## config.mk

```make
export PLATFORM = sky130hd
export DESIGN_NAME = mnist_seq_ctrl_flat
export DESIGN_NICKNAME = d
export VERILOG_FILES = /design/src/rtl/mnist_seq_ctrl_if.sv /design/src/rtl/mnist_seq_ctrl.sv /design/src/flat_wrapper.sv
export SDC_FILE = /design/constraint.sdc
export NUM_CORES = 1
export LEC_CHECK = 0
export ABC_AREA = 1
export ABC_CLOCK_PERIOD_IN_PS = 4000
export BUFFER_PORTS_ARGS = -buffer_cell sky130_fd_sc_hd__buf_4
export CAP_MARGIN = 20
export CORE_AREA = 2 2 154 156
export CTS_CLUSTER_SIZE = 40
export DETAILED_ROUTE_END_ITERATION = 8
export DIE_AREA = 0 0 156 158
export HOLD_SLACK_MARGIN = 0.02
export PLACE_DENSITY = 0.7
export SLEW_MARGIN = 0
export SYNTH_ARGS = -nofsm -noshare
export SYNTH_HDL_FRONTEND = slang
export SYNTH_SLANG_ARGS = --single-unit
```

## constraint.sdc

```tcl
create_clock -name clk -period 4 [get_ports clk]
set_input_delay 0 -clock clk [delete_from_list [all_inputs] [get_ports clk]]
set_output_delay 0 -clock clk [all_outputs]
set_load 0.05 [all_outputs]
```

## src/rtl/mnist_seq_ctrl_if.sv

```systemverilog
// Control/data bundle between the host side and the MNIST sequencer.
// The sequencer uses the slave view. The host/CPU side, or a bench, uses the master view.
interface mnist_seq_ctrl_if #(
    parameter int unsigned N_CLASS = 10,
    parameter int unsigned ACC_W   = 32
);
    logic                       start;
    logic                       abort;
    logic [N_CLASS*ACC_W-1:0]   results;
    logic [31:0]                pix_addr;
    logic                       acc_clr;
    logic                       mac_en;
    logic                       busy;
    logic                       done;
    logic [3:0]                 class_out;
    logic [ACC_W-1:0]           class_score;

    modport master (
        output start,
        output abort,
        output results,
        input  pix_addr,
        input  acc_clr,
        input  mac_en,
        input  busy,
        input  done,
        input  class_out,
        input  class_score
    );

    modport slave (
        input  start,
        input  abort,
        input  results,
        output pix_addr,
        output acc_clr,
        output mac_en,
        output busy,
        output done,
        output class_out,
        output class_score
    );
endinterface

```

## src/rtl/mnist_seq_ctrl.sv

```systemverilog
// Sequencer for the MNIST inference datapath.
// A run has four phases:
//   1. Clear the accumulators.
//   2. Stream pixel addresses into xmem.
//   3. Raise mac_en in line with the memory read latency.
//   4. Run a signed argmax over the class accumulators and report the winner.
module mnist_seq_ctrl #(
    parameter int unsigned N_PIX   = 784,
    parameter int unsigned N_CLASS = 10,
    parameter int unsigned MEM_LAT = 1,
    parameter int unsigned ACC_W   = 32
) (
    input logic             clk,
    input logic             reset,
    mnist_seq_ctrl_if.slave bus_io
);

    localparam int unsigned      AddrW      = (N_PIX > 1) ? $clog2(N_PIX) : 1;
    localparam int unsigned      VldW       = MEM_LAT;
    localparam logic [AddrW-1:0] LastAddr   = AddrW'(N_PIX - 1);
    localparam logic [AddrW-1:0] PenultAddr = AddrW'((N_PIX > 1) ? (N_PIX - 2) : 0);
    localparam logic [2:0]       DrnLast    = 3'(MEM_LAT);
    localparam logic [3:0]       KLast      = 4'(N_CLASS - 1);

    typedef enum logic [2:0] {
        StIdle,
        StClear,
        StFetch,
        StDrain,
        StArgmax,
        StDone
    } state_e;

    state_e                   state_q, state_d;
    logic [AddrW-1:0]         addr_q, addr_d;
    logic [2:0]               drn_q, drn_d;
    logic [VldW-1:0]          vld_q, vld_d;
    logic [3:0]               k_q, k_d;
    logic signed [ACC_W-1:0]  max_q, max_d;
    logic [3:0]               idx_q, idx_d;
    logic [3:0]               cls_q, cls_d;
    logic signed [ACC_W-1:0]  score_q, score_d;

    logic                     issue;
    logic                     take;
    logic signed [ACC_W-1:0]  cur;

    // Next-state logic for the FSM, the address walk and the argmax scan.
    always_comb begin
        state_d = state_q;
        addr_d  = addr_q;
        drn_d   = drn_q;
        k_d     = k_q;
        max_d   = max_q;
        idx_d   = idx_q;
        cls_d   = cls_q;
        score_d = score_q;
        issue   = 1'b0;

        // Accumulator for the class currently being scanned.
        cur = '0;
        for (int i = 0; i < N_CLASS; i++) begin
            if (k_q == 4'(i)) begin
                cur = bus_io.results[i*ACC_W +: ACC_W];
            end
        end
        // Strict '>' so that the lower index wins a tie.
        take = (k_q == 4'd0) || (cur > max_q);

        unique case (state_q)
            StIdle: begin
                addr_d = '0;
                if (bus_io.start) begin
                    state_d = StClear;
                end
            end
            StClear: begin
                addr_d  = '0;
                drn_d   = '0;
                state_d = (N_PIX > 1) ? StFetch : StDrain;
            end
            StFetch: begin
                issue  = 1'b1;
                addr_d = addr_q + 1'b1;
                if (addr_q == PenultAddr) begin
                    drn_d   = '0;
                    state_d = StDrain;
                end
            end
            StDrain: begin
                // The final address goes out on the first drain cycle.
                // The remaining MEM_LAT cycles flush the read pipeline.
                // The accumulators register their last MAC at the end of the drain.
                addr_d = LastAddr;
                issue  = (drn_q == 3'd0);
                drn_d  = drn_q + 3'd1;
                if (drn_q == DrnLast) begin
                    k_d     = 4'd0;
                    state_d = StArgmax;
                end
            end
            StArgmax: begin
                k_d = k_q + 4'd1;
                if (take) begin
                    max_d = cur;
                    idx_d = k_q;
                end
                if (k_q == KLast) begin
                    cls_d   = take ? k_q : idx_q;
                    score_d = take ? cur : max_q;
                    state_d = StDone;
                end
            end
            StDone: begin
                addr_d  = '0;
                state_d = StIdle;
            end
            default: begin
                addr_d  = '0;
                state_d = StIdle;
            end
        endcase

        // abort overrides every transition, including a start seen in idle.
        if (bus_io.abort) begin
            state_d = StIdle;
            addr_d  = '0;
            issue   = 1'b0;
        end

        vld_d = bus_io.abort ? '0 : VldW'({vld_q, issue});
    end

    // State registers with synchronous reset.
    always_ff @(posedge clk) begin
        if (reset) begin
            state_q <= StIdle;
            addr_q  <= '0;
            drn_q   <= '0;
            vld_q   <= '0;
            k_q     <= '0;
            max_q   <= '0;
            idx_q   <= '0;
            cls_q   <= '0;
            score_q <= '0;
        end else begin
            state_q <= state_d;
            addr_q  <= addr_d;
            drn_q   <= drn_d;
            vld_q   <= vld_d;
            k_q     <= k_d;
            max_q   <= max_d;
            idx_q   <= idx_d;
            cls_q   <= cls_d;
            score_q <= score_d;
        end
    end

    assign bus_io.pix_addr    = 32'(addr_q);
    assign bus_io.acc_clr     = (state_q == StClear);
    assign bus_io.mac_en      = vld_q[VldW-1];
    assign bus_io.busy        = (state_q != StIdle);
    assign bus_io.done        = (state_q == StDone);
    assign bus_io.class_out   = cls_q;
    assign bus_io.class_score = score_q;

endmodule

```

## src/flat_wrapper.sv

```systemverilog
// flat-port wrapper written by rule: the top's interface ports become plain ports
module mnist_seq_ctrl_flat 
#(
    parameter int unsigned N_PIX   = 784,
    parameter int unsigned N_CLASS = 10,
    parameter int unsigned MEM_LAT = 1,
    parameter int unsigned ACC_W   = 32
)
  (clk, reset, bus_io_start, bus_io_abort, bus_io_results, bus_io_pix_addr, bus_io_acc_clr, bus_io_mac_en, bus_io_busy, bus_io_done, bus_io_class_out, bus_io_class_score);
  mnist_seq_ctrl_if #(.N_CLASS(N_CLASS), .ACC_W(ACC_W)) bus_io_i ();
  input logic clk;
  input logic reset;
  input wire logic [$bits(bus_io_i.start)-1:0] bus_io_start;
  input wire logic [$bits(bus_io_i.abort)-1:0] bus_io_abort;
  input wire logic [$bits(bus_io_i.results)-1:0] bus_io_results;
  output wire logic [$bits(bus_io_i.pix_addr)-1:0] bus_io_pix_addr;
  output wire logic [$bits(bus_io_i.acc_clr)-1:0] bus_io_acc_clr;
  output wire logic [$bits(bus_io_i.mac_en)-1:0] bus_io_mac_en;
  output wire logic [$bits(bus_io_i.busy)-1:0] bus_io_busy;
  output wire logic [$bits(bus_io_i.done)-1:0] bus_io_done;
  output wire logic [$bits(bus_io_i.class_out)-1:0] bus_io_class_out;
  output wire logic [$bits(bus_io_i.class_score)-1:0] bus_io_class_score;
  assign bus_io_i.start = bus_io_start;
  assign bus_io_i.abort = bus_io_abort;
  assign bus_io_i.results = bus_io_results;
  assign bus_io_pix_addr = bus_io_i.pix_addr;
  assign bus_io_acc_clr = bus_io_i.acc_clr;
  assign bus_io_mac_en = bus_io_i.mac_en;
  assign bus_io_busy = bus_io_i.busy;
  assign bus_io_done = bus_io_i.done;
  assign bus_io_class_out = bus_io_i.class_out;
  assign bus_io_class_score = bus_io_i.class_score;
  mnist_seq_ctrl #(.N_PIX(N_PIX), .N_CLASS(N_CLASS), .MEM_LAT(MEM_LAT), .ACC_W(ACC_W)) u_core (.clk(clk), .reset(reset), .bus_io(bus_io_i));
endmodule
```

==> flow_summary.ini <==
[run_status]
status = finished clean

[grt]
gr-usage-met2 = 0.5322
antenna_found_initial = 0
use_met3 = 0.04106
grt_use_total = 0.3108
grt_pass1_vias = 10991
grt_pass1_wl_mm = 59.35
use_met1 = 0.4053
top_usage_layer = met2
grt.overflow.total = 0
grt_max_degree = 75

[clocking]
cts_tree = done
cts_root_buffer = clkbuf_16
ctsLongestPathBuffers = 2
h-tree-depth = 3
clock_sinks = 93
clk_pin_slew_ps = 80
cts-buffers-inserted = 9
clock_latency_ps = 360

[layout]
final_util = 0.5684
fillers = 2470
multi_input_area_um2 = 6155
n_antenna_cell = 0
area_growth_pct = 38.06
nets = 2453
final_cells = 2383
layout_commonest_cell = nand2_1
most-common-layout-cells = 590 x nand2_1, 413 x buf_4, 231 x inv_1, 213 x nand3_1, 185 x nor2_1
ff_latch_area_um2 = 1877
drive_above_1_share = 0.2575

[setup_path]
required_ps = 4260
cp.arrival_ps = 4010
cp_common_cell = nand2_1
end_kind = flip-flop
crit_type = flip-flop to flip-flop
crit_family = simple AND/OR/NAND/NOR gates
slowest_stage = dfxtp_4
crit_buf_inv = 7
slowest_delay_ps = 370
startpoint_type = flip-flop
critPathMaxFanout = 18

[synthesis]
synth.area.mux_share = 0
synth_top_family_by_area = simple AND/OR/NAND/NOR gates
netlist_instances = 1740
yosys.area_share.simple = 0.5054
ys_seq_area_frac = 0.1962
synth_area_leaders = nand2_1 23%, dfxtp_1 20%, nand3_1 11%
syn-cell-area_um2 = 9492
synth_xor_area_frac = 0.002768
synth-seq-cells = 93
synth_warnings = 0
synthAdderAreaFrac = 0.05405
yosysUniqueCellTypes = 45
synth_compound_area_frac = 0.06828
synth_top_area_share = 0.2333
avgSynthCellArea_um2 = 5.455
yosysTopAreaCell = nand2_1

[power_and_ir_drop]
combinationalPowerShare = 0.233
swShare = 0.3050
irDropWorstVdd_v = 0.0001992
p_int_uw = 1643
leakage_uw = 0.007211
finalPower_uw = 2364
powerDensity_nw_per_um2 = 180.4
share_seq_of_total_power = 0.392
clkPwrFrac = 0.375
p_sw_uw = 721.1

[timing]
slew_violations = 0
slew_headroom = 0.4367
fin_skew_ps = 12.07
period_needed_ps = 3751
report.final.hold_viol_count = 0
setup_viol = 0
max_clock_freq_mhz = 266.6
period_share = 0.9378
worst_slew_pin_slew_ps = 845.0

[detailed_routing]
viasPerCell = 5.056
route.detailed.drc = 0
drtIter0Drc = 1303
via_count = 12048
dr.pass1.iters = 6
detail_route.wirelength_mm = 40.36
wl_per_cell_um = 16.93
ant_nets = 0

[flow_run]
max_cap_viol_count = 0

[worst_hold_path]
holdCritPathClass = primary input to flip-flop

[floorplanning]
io-pin-count = 396
core-area_um2 = 23050
fp.dieW_um = 156
initial_utilization = 0.4117
rows = 56
dieArea_um2 = 24650
die_y_um = 158

[placement]
port_buffers = 373
dp.cells = 2358
place_congestion = 0.9858
dp.final_hpwl_mm = 31.67
[worst register-to-register path, delay by kind of cell (launching register included)]
family	cells	cell delay [ps]
AND/OR/NAND/NOR	23	2070
buffers and inverters	7	710
adder cells (fa/ha/maj)	2	460
flip-flops	1	370
AO/OA/AOI/OAI	1	60
[power groups by stage]
stage | combinational, uW | sequential [uW] | clock, uW
detailed placement | 541 | 951 | 0
CTS | 544 | 929 | 892
floorplan | 226 | 952 | 0
finish | 551 | 926 | 886
global placement | 540 | 951 | 0
global route | 595 | 927 | 918
[routing by layer]
metal  routed length (um)  up-vias
li1                     -     6016
met1                17070     5431
met2                18770      534
met3                 3230       67
met4                 1284        0
met5                    0        -
[synthesized netlist by cell type, drive strengths merged]
cell and count:
a211oi 1, a21boi 2, a21o 1, a21oi 67, a221oi 4, buf 89, clkbuf 27, clkinv 3
conb 1, dfxtp 93, ha 41, inv 256, nand2 595, nand3 214, nand3b 17, nand4 26
nor2 193, nor3 10, nor3b 1, o21a 1, o21ai 40, o21bai 1, o22ai 1, o31ai 2
or2 51, xnor2 1, xor2 2
[worst paths after layout]
path	from	end	slack (ps)	cells after the start
worst max register to register	u_core.k_q[1]	u_core.bus_io.class_score[6]	250	33
worst min-delay path	bus_io_start	u_core.state_q[1]	30	3
worst min register to register	u_core.drn_q[1]	u_core.drn_q[1]	490	2
worst max-delay path	u_core.k_q[1]	u_core.bus_io.class_score[6]	250	33
[final cells by class]
| type | count | area share |
|---|---|---|
| timing repair buffer | 432 | 0.2613 |
| clock buffer | 9 | 0.01719 |
| multi-input combinational | 1293 | 0.4697 |
| inverter | 259 | 0.07476 |
| clock inverter | 7 | 0.006111 |
| sequential | 93 | 0.1432 |
| tap | 290 | 0.02769 |
[state kept, by name, indices dropped and copies added, names as in the netlist]
signal                     cells
u_core.bus_io.mac_en           1
u_core.bus_io.class_out        4
u_core.k_q                     4
u_core.max_q                  32
u_core.addr_q                 10
u_core.bus_io.class_score     32
u_core.idx_q                   4
u_core.state_q                 3
u_core.drn_q                   3
[kinds of logic after synthesis]
family / Yosys count
and+or+nand+nor: 1107
AOI/OAI and AO/OA: 120
other: 1
adders and majority gates: 41
xor gates and xnor gates: 3
DFF: 93
buffers and inverters: 375
[through the flow]
step	TNS [ps]	cell area [um2]	hold slack (ps)	setup WS, ps
2_1_floorplan	0	9570	193.4	603.2
3_3_place_gp	0	12540	325.6	176.8
3_5_place_dp	0	12540	326.3	78.56
4_1_cts	0	12860	23.67	51.30
5_1_grt	-9.468	13100	49.71	-9.468
6_report	0	13100	28.71	248.8
[repair_timing]
| action | CTS | global route |
|---|---|---|
| buffers inserted | 0 | 5 |
| endpoints found under the setup margin | 0 | 72 |
| hold buffers | 1 | 0 |
| hold endpoints to repair | 3 | 0 |
| resized for setup | 0 | 38 |
Power figures use the tool's default switching activity.
